## src/rtl/term_packer_pkg.sv

```systemverilog
// conv_pkg: shared Conv2D datapath types and helpers for the term packer.
package conv_pkg;
    localparam int DEF_WORD_WIDTH = 8;
    typedef enum logic {FILL, HOLD} packer_state_t;
    function automatic int ceil_log2(input int v);
        int r;
        r = 0;
        for (int i = 0; i < 31; i++) if ((1 << i) < v) r = i + 1;
        return r;
    endfunction
endpackage

```

## src/rtl/term_packer_if.sv

```systemverilog
// term_packer_if: serial word input and packed group output of the term packer.
// TERM_PACKER_LAST_EN adds i_last to close a group early.
interface term_packer_if
    import conv_pkg::*;
#(
    parameter int WORD_WIDTH = DEF_WORD_WIDTH,
    parameter int NUM_TERMS  = 9
) ();
    localparam int FW = ceil_log2(NUM_TERMS + 1);
    logic [WORD_WIDTH-1:0]           i_word;
    logic                            i_valid;
    logic                            o_ready;
    logic [WORD_WIDTH*NUM_TERMS-1:0] o_terms;
    logic                            o_valid;
    logic                            i_ready;
    logic [FW-1:0]                   o_fill;
`ifdef TERM_PACKER_LAST_EN
    logic                            i_last;
`endif
    modport slave (
`ifdef TERM_PACKER_LAST_EN
        input i_last,
`endif
        input i_word, i_valid, i_ready,
        output o_ready, o_terms, o_valid, o_fill
    );
    modport master (
`ifdef TERM_PACKER_LAST_EN
        output i_last,
`endif
        output i_word, i_valid, i_ready,
        input o_ready, o_terms, o_valid, o_fill
    );
endinterface

```

## src/rtl/term_packer.sv

```systemverilog
// term_packer: packs NUM_TERMS serial words into one parallel group with valid/ready.
// TERM_PACKER_LAST_EN: i_last closes a group early, zero-filling the upper slots.
module term_packer
    import conv_pkg::*;
#(
    parameter int WORD_WIDTH = DEF_WORD_WIDTH,
    parameter int NUM_TERMS  = 9
) (
    input  logic          i_clk,
    input  logic          i_rst_n,
    term_packer_if.slave  bus
);
    localparam int FW = ceil_log2(NUM_TERMS + 1);
    if (WORD_WIDTH < 1) begin : g_bad_width
        $error("term_packer: WORD_WIDTH must be >= 1");
    end
    if (NUM_TERMS < 2) begin : g_bad_terms
        $error("term_packer: NUM_TERMS must be >= 2");
    end
    packer_state_t r_state, w_state;
    logic [FW-1:0] r_cnt, w_cnt;
    logic w_in_acc, w_last, w_close;
    assign bus.o_valid = r_state == HOLD;
    assign bus.o_ready = !bus.o_valid | bus.i_ready;
    assign bus.o_fill  = r_cnt;
    assign w_in_acc    = bus.i_valid & bus.o_ready;
`ifdef TERM_PACKER_LAST_EN
    assign w_last = bus.i_last;
`else
    assign w_last = 1'b0;
`endif
    assign w_close = w_in_acc & (w_last | (r_cnt == FW'(NUM_TERMS - 1)));
    // An accept in HOLD implies i_ready, so the held group retires in the same cycle.
    always_comb begin
        w_state = r_state;
        w_cnt   = r_cnt;
        if (w_in_acc) begin
            w_state = w_close ? HOLD : FILL;
            w_cnt   = w_close ? '0 : r_cnt + 1'b1;
        end else if (bus.o_valid & bus.i_ready) begin
            w_state = FILL;
            w_cnt   = '0;
        end
    end
    always_ff @(posedge i_clk or negedge i_rst_n) begin
        if (!i_rst_n) begin
            r_state <= FILL;
            r_cnt   <= '0;
        end else begin
            r_state <= w_state;
            r_cnt   <= w_cnt;
        end
    end
    for (genvar k = 0; k < NUM_TERMS; k++) begin : g_slot
        logic [WORD_WIDTH-1:0] r_slot;
        logic w_wen, w_zero;
        assign w_wen  = w_in_acc & (r_cnt == FW'(k));
        assign w_zero = w_in_acc & w_last & (r_cnt < FW'(k));
        always_ff @(posedge i_clk or negedge i_rst_n) begin
            if (!i_rst_n) r_slot <= '0;
            else if (w_wen) r_slot <= bus.i_word;
            else if (w_zero) r_slot <= '0;
        end
        assign bus.o_terms[WORD_WIDTH*k +: WORD_WIDTH] = r_slot;
    end
endmodule

```

## src/flat_wrapper.sv

```systemverilog
// flat-port wrapper written by rule: the top's interface ports become plain ports
module term_packer_flat import conv_pkg::*;
#(
    parameter int WORD_WIDTH = DEF_WORD_WIDTH,
    parameter int NUM_TERMS  = 9
)
  (i_clk, i_rst_n, bus_i_word, bus_i_valid, bus_i_ready, bus_o_ready, bus_o_terms, bus_o_valid, bus_o_fill);
  term_packer_if #(.WORD_WIDTH(WORD_WIDTH), .NUM_TERMS(NUM_TERMS)) bus_i ();
  input  logic i_clk;
  input  logic i_rst_n;
  input wire logic [$bits(bus_i.i_word)-1:0] bus_i_word;
  input wire logic [$bits(bus_i.i_valid)-1:0] bus_i_valid;
  input wire logic [$bits(bus_i.i_ready)-1:0] bus_i_ready;
  output wire logic [$bits(bus_i.o_ready)-1:0] bus_o_ready;
  output wire logic [$bits(bus_i.o_terms)-1:0] bus_o_terms;
  output wire logic [$bits(bus_i.o_valid)-1:0] bus_o_valid;
  output wire logic [$bits(bus_i.o_fill)-1:0] bus_o_fill;
  assign bus_i.i_word = bus_i_word;
  assign bus_i.i_valid = bus_i_valid;
  assign bus_i.i_ready = bus_i_ready;
  assign bus_o_ready = bus_i.o_ready;
  assign bus_o_terms = bus_i.o_terms;
  assign bus_o_valid = bus_i.o_valid;
  assign bus_o_fill = bus_i.o_fill;
  term_packer #(.WORD_WIDTH(WORD_WIDTH), .NUM_TERMS(NUM_TERMS)) u_core (.i_clk(i_clk), .i_rst_n(i_rst_n), .bus(bus_i));
endmodule
```

## config.mk

```make
export PLATFORM = sky130hd
export DESIGN_NAME = term_packer_flat
export DESIGN_NICKNAME = d
export VERILOG_FILES = /design/src/rtl/term_packer_pkg.sv /design/src/rtl/term_packer_if.sv /design/src/rtl/term_packer.sv /design/src/flat_wrapper.sv
export SDC_FILE = /design/constraint.sdc
export NUM_CORES = 1
export LEC_CHECK = 0
export BUFFER_PORTS_ARGS = -buffer_cell sky130_fd_sc_hd__buf_4
export CAP_MARGIN = 25
export CORE_MARGIN = 2
export CORE_UTILIZATION = 39
export DETAILED_ROUTE_END_ITERATION = 16
export PLACE_DENSITY = 0.66
export SLEW_MARGIN = 20
export SYNTH_ARGS = -nofsm -noshare
export SYNTH_HDL_FRONTEND = slang
export SYNTH_SLANG_ARGS = --single-unit
```

## constraint.sdc

```tcl
create_clock -name i_clk -period 4.14 [get_ports i_clk]
set_input_delay 0.414 -clock i_clk [delete_from_list [all_inputs] [get_ports i_clk]]
set_output_delay 0.414 -clock i_clk [all_outputs]
set_load 0.01 [all_outputs]
```

Yosys cells after proc, flatten, opt, wreduce, memory -nomap -nowiden --
Cells that the tools add are included.
Word-level totals: logic and storage cells 41, output and inout bits 78, register bits 77
Operators by class: eq/ne operators 8, reductions and logical operators 3, add/subtract/negate cells 1, bitwise gates (word level) 12, multiplexer cells 6
Operators by type and width (count):
- equality test 4 x 3 -> 1 bit, second input constant | 4
- two-way mux 4 bit | 3
- bitwise AND 1 bit | 11
- equality test 4 x 2 -> 1 bit, second input constant | 2
- adder 4 x 1 -> 4 bit, second input constant | 1
- equality test 4 x 1 -> 1 bit, second input constant | 1
- equality test 4 bit, second input constant | 1
- logical NOT 4 bit | 1
- two-way mux 1 bit | 3
- nonzero test 2 bit | 1
- logical NOT 1 bit | 1
- bitwise OR 1 bit | 1

Longest topological paths before layout --
Gate-level depths: netlist of run 1.
depth after elaboration 6, mapped depth 6, gate-level depth less buffers 5

Least setup slack after synthesis of run 1 --
OpenSTA, ideal clock, no wires.
kind flip-flop to flip-flop, from reg u_core.r_cnt[0], in the netlist u_core.bus.o_fill[0], to reg u_core.g_slot[8].r_slot[0], stages on the path, launching flop included 7, setup slack 2.327 ns, data required time 4.015 ns, arrival time 1.687 ns, cells stage by stage dfrtp_1 -> inv_1 -> ha_1 -> nand3b_1 -> or3b_1 -> buf_6 -> mux2_4
On the way: longest elaborated chain between the ends 2
Ends and longest elaborated chain:
- start, declared | RTL line term_packer.sv:21 | logic [FW-1:0] r_cnt, w_cnt;
- start signal, assigned | RTL line term_packer.sv:51 | r_cnt <= w_cnt;
- equality test 4 bit | RTL line term_packer.sv:57 | assign w_wen = w_in_acc & (r_cnt == FW'(k));
- bitwise AND 1 bit | RTL line term_packer.sv:57
- end signal, assigned | RTL line term_packer.sv:61 | else if (w_wen) r_slot <= bus.i_word;
- end, declared | RTL line term_packer.sv:55 | logic [WORD_WIDTH-1:0] r_slot;
Every way passes these cells. A chain may end at the register's enable or synchronous reset.

Worst setup path after layout of run 1 --
from reg u_core.r_state, in the netlist u_core.bus.o_valid, to out bus_o_ready
On the way: longest elaborated chain between the ends 2
Ends and longest elaborated chain:
- start, declared | RTL line term_packer.sv:20 | packer_state_t r_state, w_state;
- start signal, assigned | RTL line term_packer.sv:50 | r_state <= w_state;
- logical NOT 1 bit | RTL line term_packer.sv:24 | assign bus.o_ready = !bus.o_valid | bus.i_ready;
- bitwise OR 1 bit | RTL line term_packer.sv:24
- end, declared | RTL line flat_wrapper.sv:14 | output wire logic [$bits(bus_i.o_ready)-1:0] bus_o_ready;
Every way passes these cells.

==> impl_results.md, run 1 <==
- Fraction of layout cells with a size suffix above 1: roughly 63%
- Crit path time final: roughly 2.5 ns
- Post-synth top area cell: dfrtp_1
- Commonest non-fill, non-tap cell in the layout: buf_4
- Req. time, crit path: about 3.7 ns
- Adder-cell share of the synthesized area: under 10%
- TritonCTS clock tree: done
- Critical path class: flip-flop to output pin
- Top cells by area, synth: dfrtp_1 (61%), mux2_2 (23%), mux2_4 (3.8%), nor4_4 (2.7%), ha_1 (1.6%)
- Share of the clock period used by the worst path: 61.54%
- I/O pin count: 90
- Fin Hold WS: -0.004427 ns
- Vias after detailed routing: just under 2,000
- Via density: between 4 and 5
- DRC violations left: 0
- Worst min-delay path class: input port to asynchronous set/reset pin
- Initial drt markers: 52
- Postcts setup bufs: 0
- Largest family of logic cells by synthesized area: multiplexers
- Placed wire-length estimate: 4654 um
- Pre-CTS setup slack: 1.638 ns
- Drt pass-1 iters: 4
- Final #Nets: 305
- Simple-gate share of the synthesized area: 6.622%
- CTS max path bufs: 2
- Root Driver: clkbuf_8
- Cell internal pwr: 2.252 mW
- GPL Wtd Cong: ~0.79
- # setup viols final: 0
- WL met2: around 3200 um
- Chip height: roughly 94 um
- Highest metal used: met4
- Pleak: a little under 2 nW
- Area of the core: around 8000 um2
- Clk_lat worst skew: about 0.34 ns
- Power Dens Cells: 795.5 nW/um2
- IO Port Bufs: 89
- Highest Clock Rate: 392.5 MHz
- Switch Pwr: between 1 and 1.5 mW
- Fin Clk Skew: between 0.006 and 0.007 ns
- Hold Fails Final Rpt: 3
- Sequential group share of total power: roughly two fifths
- Synth Area in XOR/XNOR: 0%
- GR Overflow Total: 0
- N_diodes: 0
- Slew margin rel.: a little over two fifths
- Global-route wire length before repair: 10,940 um
- Final worst slack: ~1.6 ns
- Slew @ Worst Pin: around 0.87 ns
- Final wirelength: around 6800 um
- # hold bufs at CTS: 0
- Crit path max fanout: 11
- Row cnt: 32
- Critical path data arrival time: between 2 and 2.5 ns
- Initial Utilization: around two fifths
- Largest net degree at the start of global routing: 78
- Num Clock Sinks: 77
- Placed cells: about 380
- Maxcap violations: 0
- Number of global-route vias before repair: 2,119
- Clock group share of total power: between 10% and 20%
- Worst vdd ir: roughly 0.39 mV
- Startpoint Class: flip-flop
- Mux contribution to synthesized area: ~27%
- Clock transition at path regs: around 0.080 ns
- Final Non-Filler Cells: between 300 and 400
- Cts repair resizes: 0
- Share of the synthesized area in the top cell type: about three fifths
- #FFs+latches synth: just under 80
- Avg Inst Size Synth: between 15 and 20 um2
- Compound-Gate Fraction of Synth Area: 1.308%
- DIE AREA: 8827 um2
- Commonest cells after routing, fill and taps aside: buf_4 (89), dfrtp_1 (77), mux2_2 (64)
- Failing checks: negative hold slack
- Area growth syn-to-layout: 31.17%
- Mapped Area: 3156 um2
- RSZ-0062 raised after global routing: no
- Yosys warns: 0
- Synth unique cells: 24
- Combinational Power Share: 40.3%
- Die width: approximately 94 um
- Status: finished with violations
- M1 WL: a little under 3000 um
- Fin Setup TNS: 0 ns
- DR WL met3: about 570 um
- H-tree levels: 3
- Max-slew violations: 0
- Routed Antenna Nets: 0
- Final Core Density: a little over half
- WL per Instance: about 17 um
- Syn Inst Count: about 200
- Worst setup EP type: output pin
- Synth Net Count: 211
- Sw Share: between 30% and 40%
- Initial antenna violation count: 0
- GRT Overall Usage: 16.63%
- Num CTS Buffers: 9
- Sequential fraction of the synthesis area: approximately 61%
-- layer usage --
metal  up-vias  GRT usage [%]
met5         -              0
met3         6          7.223
met4         0          5.435
met2        64          25.95
met1       996          20.81
li1        884              -
-- registers in the layout, indices dropped and copies added, names as in the netlist --
signal                count
u_core.bus.o_fill         4
u_core.g_slot.r_slot     72
u_core.bus.o_valid        1
-- logic make-up (layout without fill, tap and decap cells) --
| group | after synthesis | in the layout |
|---|---|---|
| flip-flops | 77 | 77 |
| multiplexers | 73 | 73 |
| AND/OR/NAND/NOR | 22 | 22 |
| buffers and inverters | 13 | 112 |
| AO/OA/AOI/OAI | 6 | 6 |
| adder cells (fa/ha/maj) | 4 | 4 |
-- layout make-up --
type	count	area (um2)
fill	676	3628
sequential	77	1927
multi-input combinational	105	1151
timing repair buffer	90	695.7
clock buffer	10	127.6
tap	102	127.6
clock inverter	6	87.58
inverter	6	22.52
-- power groups by stage --
stage,Clock [mW],Sequential (mW),Combinational (mW)
6_report,0.615,1.35,1.33
5_1_grt,0.664,1.41,1.44
4_1_cts,0.636,1.36,1.35
3_5_place_dp,0,1.37,1.35
3_3_place_gp,0,1.36,1.33
2_1_floorplan,0,1.48,0.516
-- synthesized netlist by cell type --
master	instances
or3b_1	1
nand4_1	1
o21ai_0	2
nand2b_1	1
o22ai_1	1
ha_1	4
inv_1	6
nor2b_1	3
nand4_2	3
mux2i_1	1
dfrtp_1	77
buf_2	2
nor4_4	4
a32o_1	1
mux2_2	64
nand3_2	1
mux2_4	8
nand2_1	5
nand3b_1	1
buf_6	2
buf_4	3
nand3_1	2
a41oi_1	1
a31oi_1	1
-- critical path, stage by stage (launching register included) --
cell	delay [ns]
dfrtp_1	0.38
nor2b_1	0.71
inv_1	0.43
buf_4	0.26
-- through the flow --
| step | hold slack [ns] | instance area (um2) | power, mW |
|---|---|---|---|
| 4_1_cts | 0.2513 | 4111 | 3.343 |
| 3_3_place_gp | 0.4892 | 3896 | 2.688 |
| 6_report | -0.004427 | 4139 | 3.292 |
| 2_1_floorplan | 0.1184 | 3156 | 1.999 |
| 5_1_grt | 0.005082 | 4139 | 3.508 |
| 3_5_place_dp | 0.4951 | 3896 | 2.713 |
-- worst paths after layout --
kind,to,cells after the start,startpoint,slack (ns)
setup / recovery,bus_o_ready,3,u_core.bus.o_valid$_DFFE_PN0P_,1.59
hold / removal,u_core.bus.o_fill[0]$_DFFE_PN0P_,1,i_rst_n,-0.004
setup reg to reg,u_core.g_slot[0].r_slot[2]$_DFFE_PN0P_,4,u_core.bus.o_valid$_DFFE_PN0P_,1.74
hold reg to reg,u_core.g_slot[0].r_slot[3]$_DFFE_PN0P_,1,u_core.g_slot[0].r_slot[3]$_DFFE_PN0P_,0.51
max in group asynchronous,u_core.g_slot[8].r_slot[7]$_DFFE_PN0P_,2,i_rst_n,3.56
min in group i_clk,u_core.g_slot[8].r_slot[6]$_DFFE_PN0P_,2,bus_i_word[6],0.38
Power figures use the tool's default switching activity.
==> run 2: changes to the inputs <==
Settings changed: ABC_AREA set to 1.
Clock period 4.14 ns to 2.7 ns, I/O delays scaled along.
==> run 2 against run 1 <==
  * Die area is 1.1% higher
  * Worst setup slack worse by 0.74 ns
  * Via count is 41% higher
  * Non-clock buffer count increased by 2
  * Area after synthesis up 1.1%
  * Combinational power rose by 55%
  * Register-to-register slack got worse by 0.89 ns
  * Core utilization barely moved
  * Sequential share of layout area down 0.47 points
  * Global-route usage is 3.0 points higher
  * The flow now finishes without violations
  * Critical path depth is 3 higher
  * Clock power rose by 53%
==> impl_results.md, run 2 <==
- Status: completed
- Drt pass-1 iters: 4
- Fin area: about 4200 um2
- Fin Setup TNS: 0 ns
- Startpoint Class: flip-flop
- Worst vdd ir: about 0.40 mV
- Maxcap violations: 0
- Top cells by area, synth: dfrtp_1 (60%), nand2_1 (22%), nand3_1 (6.0%), nor2_2 (1.8%), o21ai_0 (1.7%)
- Area growth syn-to-layout: 31.01%
- Switch Pwr: 1.866 mW
- Adder-cell share of the synthesized area: under 10%
- Fraction of layout cells with a size suffix above 1: about 28%
- Initial Utilization: roughly two fifths
- Share of the clock period used by the worst path: 68.56%
- Pleak: ~2.3 nW
- Most common cell in the netlist: nand2_1
- Via density: 4.881
- Top cells by instance count after synthesis: nand2_1 (188), dfrtp_1 (77), nand3_1 (38)
- DRC violations left: 0
- Mapped Area: 3192 um2
- Num Clock Sinks: 77
- Synth Area in XOR/XNOR: 0%
- Largest family of logic cells by synthesized area: simple AND/OR/NAND/NOR gates
- Area after DPL: between 3000 and 4000 um2
- Crit path max fanout: 13
- Cell internal pwr: 3.161 mW
- Final wirelength: between 8000 and 9000 um
- Syn Inst Count: around 370
- Mux contribution to synthesized area: 0%
- Number of global-route vias before repair: around 2,500
- Global-route wire length before repair: approximately 13,000 um
- Largest Register: u_core.g_slot.r_slot
- GPL Wtd Cong: ~0.87
- TritonCTS clock tree: done
- Max reg flops: 72
- Synth unique cells: 17
- Gr busiest metal: met2
- Primary FF master, synth: dfrtp_1
- Clk_lat worst skew: between 0.3 and 0.4 ns
- N_diodes: 0
- # setup viols final: 0
- IO Port Bufs: 89
- Initial antenna violation count: 0
- Avg Inst Size Synth: slightly below 9 um2
- Simple-gate share of the synthesized area: between 30% and 40%
- Critical path data arrival time: ~2.1 ns
- Final #Nets: around 470
- Worst setup EP type: flip-flop
- Compound-Gate Fraction of Synth Area: 2.156%
- Placed wire-length estimate: 5655 um
- Hold Fails Final Rpt: 0
- Largest net degree at the start of global routing: 78
- Clock transition at path regs: about 0.070 ns
- Sw Share: a little under two fifths
- Commonest cells after routing, fill and taps aside: nand2_1 (188), buf_4 (90), dfrtp_1 (77)
- Combinational Power Share: 41.0%
- Slew @ Worst Pin: around 0.5 ns
- RSZ-0062 raised after global routing: no
- Pre-CTS setup slack: 0.8856 ns
- Post-synth EDFFs: 0
- Met3 GRT Util: roughly 4.7%
- Crit path time final: between 1.5 and 2 ns
- Fin Hold WS: about 0.23 ns
- CTS max path bufs: 2
- Final Core Density: between 50% and 60%
- Row cnt: 32
- Num CTS Buffers: 9
- GR Util met2: between 20 and 30%
- Power Dens Cells: ~1200 nW/um2
- Sequential fraction of the synthesis area: between 60% and 70%
- Highest Clock Rate: between 500 and 600 MHz
- Vias after detailed routing: approximately 2,700
- Fin Clk Skew: about 0.009 ns
- Share of the synthesized area in the top cell type: between 60 and 70%
- GRT Overall Usage: between 10% and 20%
- WL per Instance: 15.08 um
- GR Overflow Total: 0
- Postcts setup bufs: 0
- Synth Net Count: roughly 380
- Commonest non-fill, non-tap cell in the layout: nand2_1
- Worst min-delay path class: input port to flip-flop
- Max-slew violations: 0
- Die width: about 94 um
- Final worst slack: 0.8490 ns
- I/O pin count: 90
- Slew margin rel.: 66.59%
- Sequential group share of total power: about 40%
- Initial drt markers: 117
- Chip height: about 94 um
- Root Driver: clkbuf_8
- Critical path class: flip-flop to flip-flop
- Req. time, crit path: 2.98 ns
- #FFs+latches synth: 77
- Post-synth top area cell: dfrtp_1
- Area of the core: a little under 8000 um2
- Clock group share of total power: 18.7%
- Routed Antenna Nets: 0
- Met1 GRT Util: 28.33%
- H-tree levels: 3
- DIE AREA: 8924 um2
- Yosys warns: 0
- Asr flop ratio synth: between 90% and 100%
run 2: metrics by stage:
stage | std cells | power [mW]
floorplan | 367 | 3.011
global placement | 545 | 4.063
detailed placement | 545 | 4.121
CTS | 560 | 5.066
global route | 562 | 5.395
finish | 562 | 5.027
run 2: power groups by stage:
stage	combinational (mW)	clock (mW)	sequential [mW]
2_1_floorplan	0.776	0	2.24
3_3_place_gp	2.02	0	2.04
3_5_place_dp	2.08	0	2.04
4_1_cts	2.08	0.953	2.03
5_1_grt	2.30	1.01	2.09
6_report	2.06	0.938	2.03
run 2: repair_timing:
item	CTS	global route
resized for setup	0	0
endpoints found under the hold margin	0	27
hold buffers	0	1
endpoints found under the setup margin	0	0
run 2: worst max-delay path, cell delays in order, from the launching register on:
cell and delay, ns:
dfrtp_1 0.43, inv_1 0.14, ha_1 0.24, nand3_1 0.40
nor2_2 0.41, nand2_1 0.08, nand2_1 0.09
run 2: final cells by class:
class	count	area, um2
Clock buffer	10	137.6
Clock inverter	5	75.07
Fill cell	765	3666
Inverter	10	37.54
Multi-Input combinational cell	266	1164
Sequential cell	77	1927
Tap cell	102	127.6
Timing Repair Buffer	92	713.2
run 2: worst paths after layout:
check	from	endpoint	slack, ns	cells past startpoint
worst min register to register	u_core.g_slot[3].r_slot[3]$_DFFE_PN0P_	u_core.g_slot[3].r_slot[3]$_DFFE_PN0P_	0.48	2
min in group asynchronous	i_rst_n	u_core.g_slot[0].r_slot[4]$_DFFE_PN0P_	0.39	2
worst min-delay path	bus_i_word[7]	u_core.g_slot[7].r_slot[7]$_DFFE_PN0P_	0.23	3
max in group asynchronous	i_rst_n	u_core.g_slot[4].r_slot[3]$_DFFE_PN0P_	1.73	3
worst max register to register	u_core.bus.o_fill[0]$_DFFE_PN0P_	u_core.g_slot[8].r_slot[7]$_DFFE_PN0P_	0.85	6
worst max-delay path	u_core.bus.o_fill[0]$_DFFE_PN0P_	u_core.g_slot[8].r_slot[7]$_DFFE_PN0P_	0.85	6
run 2: cells by family (layout without fill, tap and decap cells):
group,after synthesis,count (layout)
flops,77,77
compound gates,13,13
buf+inv,24,117
fa+ha+maj,4,4
simple gates,249,249
run 2: routing by layer:
metal / up-vias / routed length, um
li1: 1335 / -
met1: 1305 / 3900
met2: 94 / 3893
met3: 9 / 591
met4: 0 / 89
met5: - / 0
